### src/rtl/serial_adder.sv
// Bit-serial WIDTH-bit adder: one full_adder cell processes one bit pair per
// clock, with the carry loop closed through a flip-flop.

module full_adder (
    input  logic x,
    input  logic y,
    input  logic c_in,
    output logic s_out,
    output logic c_out
);
    logic p;

    assign p     = x ^ y;
    assign s_out = p ^ c_in;
    assign c_out = (x & y) | (c_in & p);
endmodule

module serial_adder #(
    parameter int WIDTH = 8
) (
    input  logic             clk,
    input  logic             rst_n,
    input  logic             start,
    input  logic [WIDTH-1:0] a,
    input  logic [WIDTH-1:0] b,
    input  logic             c_in,
    output logic             busy,
    output logic             done,
    output logic [WIDTH-1:0] sum,
    output logic             c_out
);
    localparam int CW = $clog2(WIDTH + 1);
    localparam logic [CW-1:0] LAST = CW'(WIDTH - 1);

    typedef enum logic [1:0] {IDLE, RUN, DONE} state_t;

    state_t          state, state_nxt;
    logic [WIDTH-1:0] a_sr, b_sr, s_sr, s_nxt;
    logic [CW-1:0]    cnt;
    logic             carry;
    logic             fa_s, fa_c;
    logic             load, last;

    full_adder u_fa (
        .x     (a_sr[0]),
        .y     (b_sr[0]),
        .c_in  (carry),
        .s_out (fa_s),
        .c_out (fa_c)
    );

    // Current sum bit enters at the MSB so the finished word lands LSB-aligned.
    always_comb begin
        s_nxt            = s_sr >> 1;
        s_nxt[WIDTH-1]   = fa_s;
    end

    assign last = (cnt == LAST);
    assign load = start && (state == IDLE || state == DONE);

    always_ff @(posedge clk or negedge rst_n) begin
        if (!rst_n) begin
            state <= IDLE;
        end else begin
            state <= state_nxt;
        end
    end

    always_comb begin
        state_nxt = state;
        busy      = 1'b0;
        done      = 1'b0;
        case (state)
            IDLE: begin
                if (start) state_nxt = RUN;
            end
            RUN: begin
                busy = 1'b1;
                if (last) state_nxt = DONE;
            end
            DONE: begin
                done      = 1'b1;
                state_nxt = start ? RUN : IDLE;
            end
            default: state_nxt = IDLE;
        endcase
    end

    always_ff @(posedge clk or negedge rst_n) begin
        if (!rst_n) begin
            a_sr  <= '0;
            b_sr  <= '0;
            s_sr  <= '0;
            cnt   <= '0;
            carry <= 1'b0;
            sum   <= '0;
            c_out <= 1'b0;
        end else if (load) begin
            a_sr  <= a;
            b_sr  <= b;
            s_sr  <= '0;
            cnt   <= '0;
            carry <= c_in;
        end else if (state == RUN) begin
            a_sr  <= a_sr >> 1;
            b_sr  <= b_sr >> 1;
            s_sr  <= s_nxt;
            carry <= fa_c;
            cnt   <= cnt + CW'(1);
            if (last) begin
                sum   <= s_nxt;
                c_out <= fa_c;
            end
        end
    end
endmodule

### config.mk
export PLATFORM = sky130hd
export DESIGN_NAME = serial_adder
export DESIGN_NICKNAME = d
export VERILOG_FILES = /design/src/rtl/serial_adder.sv
export SDC_FILE = /design/constraint.sdc
export NUM_CORES = 1
export LEC_CHECK = 0
export ABC_AREA = 1
export CAP_MARGIN = 10
export CORE_MARGIN = 2
export CORE_UTILIZATION = 50
export CTS_CLUSTER_DIAMETER = 30
export CTS_CLUSTER_SIZE = 10
export DETAILED_ROUTE_END_ITERATION = 6
export PLACE_DENSITY = 0.73
export SLEW_MARGIN = 20
export SYNTH_ARGS = -nofsm -noshare
export SYNTH_HDL_FRONTEND = slang
export SYNTH_SLANG_ARGS = --single-unit
export TNS_END_PERCENT = 10
### constraint.sdc
create_clock -name clk -period 1.5 [get_ports clk]
set_clock_uncertainty 0.2 [all_clocks]
set_input_delay 0.225 -clock clk [delete_from_list [all_inputs] [get_ports clk]]
set_output_delay 0.225 -clock clk [all_outputs]
set_load 0.005 [all_outputs]
# Yosys cells after proc, flatten, opt, wreduce, memory -nomap -nowiden
# Index checks and enable logic that the tools add are counted.
# totals
reg_bits,40
latchBits,0
ramBits,0
mem_bits_ro,0
inputBits,20
out_inout_bits,11
elab_cells,42
n_memories,0
# classes
n_addsub,1
mul,0
div,0
order_cmp,0
eq_ne,5
n_shift,0
muxes,16
n_bitwise,6
reduce_logical,6
# op_table
op,count
$mux 8,6
$mux 4,2
$pmux 2 s3,1
$mux 1,5
$add 4x1->4 const B,1
$eq 4x3->1 const B,1
$mux 2,2
$ne 2x2->1 const B,2
$reduce_and 3->1,1
$and 1x1->1,2
$eq 2x1->1 const B,1
$eq 2x2->1 const B,1
$logic_not 2->1,1
$reduce_and 2->1,1
$reduce_bool 2->1,1
$xor 1x1->1,2
$logic_and 1x1->1,1
$logic_or 1x1->1,1
$not 1->1,1
$or 1x1->1,1

# Depth between registers and ports, before layout
# depth
word_depth,5
ltp_mapped,7
mapped_depth_nobuf,7

# By module
# A second synthesis with hierarchy kept.
# unflattened
cells_unflattened,204
hier_area_um2,1701.6
# by_module_without_submodules
mod,n_inst,cells_per_inst,area_each_um2,seq_area_each_um2
serial_adder,1,203,1681.6,975.9
full_adder,1,1,20.0,0.0

# Least setup slack after synthesis
# OpenSTA, ideal clock, no wires.
# synth_timing
kind,reg2reg
start,register cnt[0]
end,register sum[5]
arrival_ns,1.048
required_time_ns,1.179
path_slack_ns,0.131
path_stages_with_launch,8
n_path_buf,1
synth_period_minus_slack_ns,1.369
path_cell_list,dfrtp_1 ha_1 nand2_1 nor2_2 nand2_4 buf_6 nand2_1 o21ai_1
# synth_via
elab_chain_cells,2
# synth_rtl
element,line,source
from (decl),39,logic [CW-1:0] cnt;
from (signal assigned),109,cnt <= cnt + CW'(1);
$eq 4x3->1,58,assign last = (cnt == LAST);
$reduce_and 3->1 (no source line),-,
to (signal assigned),111,sum <= s_nxt;
to (decl),29,"output logic [WIDTH-1:0] sum,"
# No other way between the ends.
# A chain may end at the register's enable or synchronous reset.

# Final worst setup path
# layout_timing
start,register state[0]
end,output port busy
# layout_via
elab_chain_cells,2
# layout_rtl
element,line,source
from (decl),37,"state_t state, state_nxt;"
from (signal assigned),65,state <= state_nxt;
$eq 2x1->1,73,case (state)
$mux 1,73,
to (decl),27,"output logic busy,"
# No other way between the ends.

==> run_results.csv <==
group,metric,value,unit
timing,worst_pin_slew,394,ps
drt,via_per_inst,4.93,
flow_run,maxCapViolations,0,
logic_synthesis,synth-simple-area-share,21.1,%
cts,cts.clk_slew.worst_paths,110,ps
cts,h-tree-depth,2,
die,dieHeight,61.3,um
logic_synthesis,netlist-cell-type-count,21,
die,dieArea,3750,um^2
power,ir_drop,0.997,mV
global_routing,grt_max_degree,25,
min_path,hp-class,"input port to async pin",
cts,root_buffer,"clkbuf_4",
die,dieWidth,61.3,um
die,core-area,3080,um^2
timing,maxSlewHeadroom,73.7,%
cts,cts.sinks,39,
timing,timing.fmax,0.686,GHz
logic_synthesis,synth_xor_xnor_area_share,0,%
logic_synthesis,synth_area,1640,um^2
cts,insertion_delay,340,ps
layout,syn2layout_area_growth,28.4,%
logic_synthesis,ys.warnings.count,0,
layout,finalNetCount,243,
placed_design,post-place-ws,-41.4,ps
layout,drive_gt1_share,14.9,%
logic_synthesis,syn_nets,200,
critical_path,cp_data_required_time,1070,ps
cts,clock_path_buffers,2,
global_routing,grt_first_pass_wirelength,5500,um
logic_synthesis,synth-seq-area-share,59.5,%
die,placement_rows,20,
timing,fin_crit,1460,ps
global_routing,grt_use_total,20.5,%
cts,cts_tree,"yes",
global_routing,antenna_found_initial,0,
timing,rsz0062_at_grt,"yes",
logic_synthesis,yosys.area.top_type_share,59.5,%
logic_synthesis,synth_top_family_by_area,"simple AND/OR/NAND/NOR gates",
die,ios,31,
logic_synthesis,synth-seq-cells,39,
global_routing,grt_pass1_vias,1317,
critical_path,cp-start-kind,"flip-flop",
drt,wl,3070,um
layout,final_cell_mix,"nand2_1 (57), dfrtp_1 (39), clkdlybuf4s50_1 (18), o21ai_1 (15), inv_1 (11)",
placed_design,portBuffers,30,
timing,period_share,97.2,%
critical_path,worstPathArrival,1030,ps
logic_synthesis,synth_adder_area_share,1.98,%
critical_path,end_kind,"output port",
logic_synthesis,synth_compound_area_share,10.8,%
logic_synthesis,synthCells,178,
logic_synthesis,synth_largest_area_cell,"dfrtp_1",
critical_path,cp_max_fo,3,
power,p_per_area,1970,nW/um^2
power,p_leak,1.04,nW
die,start_util,53.3,%
timing,setup_viol,0,
timing,fin_hold_ws,133,ps
drt,ant_nets,0,
timing,slew_violations,0,
drt,post-route-drc-count,0,
logic_synthesis,synth_area_leaders,"dfrtp_1 (59%), nand2_1 (13%), o21ai_1 (4.6%)",
logic_synthesis,synthMuxAreaShare,0,%
layout,layout_commonest_cell,"nand2_1",
power,total_power,4.14,mW
drt,vias,1311,
placed_design,place_congestion,0.806,
drt,detail_route.first_pass.iterations,5,
critical_path,crit_type,"flip-flop to output port",
global_routing,gr-total-overflow,0,
timing,hold_viol,0,
timing,finalWorstSetupSlack,42.4,ps
layout,antenna_cells,0,
placed_design,dp_hpwl,2290,um
status,status,"finished, final reports clean",
cts,cts-buffers-inserted,5,
drt,drt-initial-drc-count,53,
drt,wl_per_cell,11.5,um
logic_synthesis,avgSynthCellArea,9.22,um^2
==> worst paths after layout <==
path                                       from                   to  slack (ps)  cells past startpoint
max reg2reg                   carry$_DFFE_PN0P_  s_sr[7]$_DFFE_PN0P_          70                      3
min in group clk                           b[7]  b_sr[7]$_DFFE_PN0P_         220                      3
min reg2reg                   c_out$_DFFE_PN0P_    c_out$_DFFE_PN0P_         290                      2
min                                       rst_n   sum[0]$_DFFE_PN0P_         130                      2
max in group asynchronous                 rst_n   cnt[0]$_DFFE_PN0P_         520                      3
max                        state[0]$_DFFE_PN0P_                 busy          40                      3
==> flip-flops by register name, indices dropped and copies added (netlist names) <==
name	count
a_sr	8
state	2
s_sr	7
b_sr	8
c_out	1
carry	1
sum	8
cnt	4
==> kinds of logic (layout without fill, tap and decap cells) <==
kind of cell	after synthesis	in the layout
AOI/OAI and AO/OA	33	33
buffers and inverters	23	67
adders and majority gates	2	2
DFF	39	39
and+or+nand+nor	81	81
==> synthesized netlist by cell type, drive strengths merged <==
library cell,n
nand2,61
dfrtp,39
o21ai,19
inv,15
nor2,11
nand3,9
buf,7
o22ai,7
a21oi,6
clkinv,1
fa,1
ha,1
o211ai,1
==> repair_timing <==
action                     CTS  global route
resized for setup           13             8
hold buffers                 1             0
buffers inserted             2             0
gates cloned                 0             0
hold endpoints to repair    39             0
pin swaps                    0             1
setup endpoints to repair   11            20
==> area by class of cell <==
type	instances	area [um^2]
sequential	39	976
fill	260	972
multi-input combinational	116	559
timing repair buffer	43	400
inverter	16	62.6
tap	44	55.1
clock buffer	5	37.5
clock inverter	3	15.0
==> per-layer routing <==
layer  vias up  GRT usage, %  part of all wire, %
li1        656             -                    -
met1       620          23.0                   41
met2        31          35.9                   52
met3         4          7.56                  5.7
met4         0          6.83                  1.1
met5         -             0                    0
==> worst max-delay path, cell delays in order (launching register included) <==
cell and delay, ps:
dfrtp_1 400, inv_2 70, nor2_4 110, buf_2 120
==> metrics by stage <==
stage / area, um^2 / utilization [%] / cells / setup TNS, ps
2_1_floorplan: 1640 / - / 178 / 0
3_3_place_gp: 2040 / 66.3 / 255 / 0
3_5_place_dp: 2040 / 66.3 / 255 / -166
4_1_cts: 2110 / 68.5 / 266 / -156
5_1_grt: 2110 / 68.4 / 266 / -89.9
6_report: 2110 / 68.4 / 266 / 0
==> where the power goes <==
| part | leakage, nW | switching [mW] | total (mW) | internal (mW) |
|---|---|---|---|---|
| combinational | 0.520 | 1.00 | 1.85 | 0.842 |
| sequential | 0.486 | 0.245 | 1.79 | 1.54 |
| clock | 0.0347 | 0.332 | 0.506 | 0.175 |
| total | 1.04 | 1.58 | 4.14 | 2.56 |
Note: power is estimated with default switching activity, not from simulation.
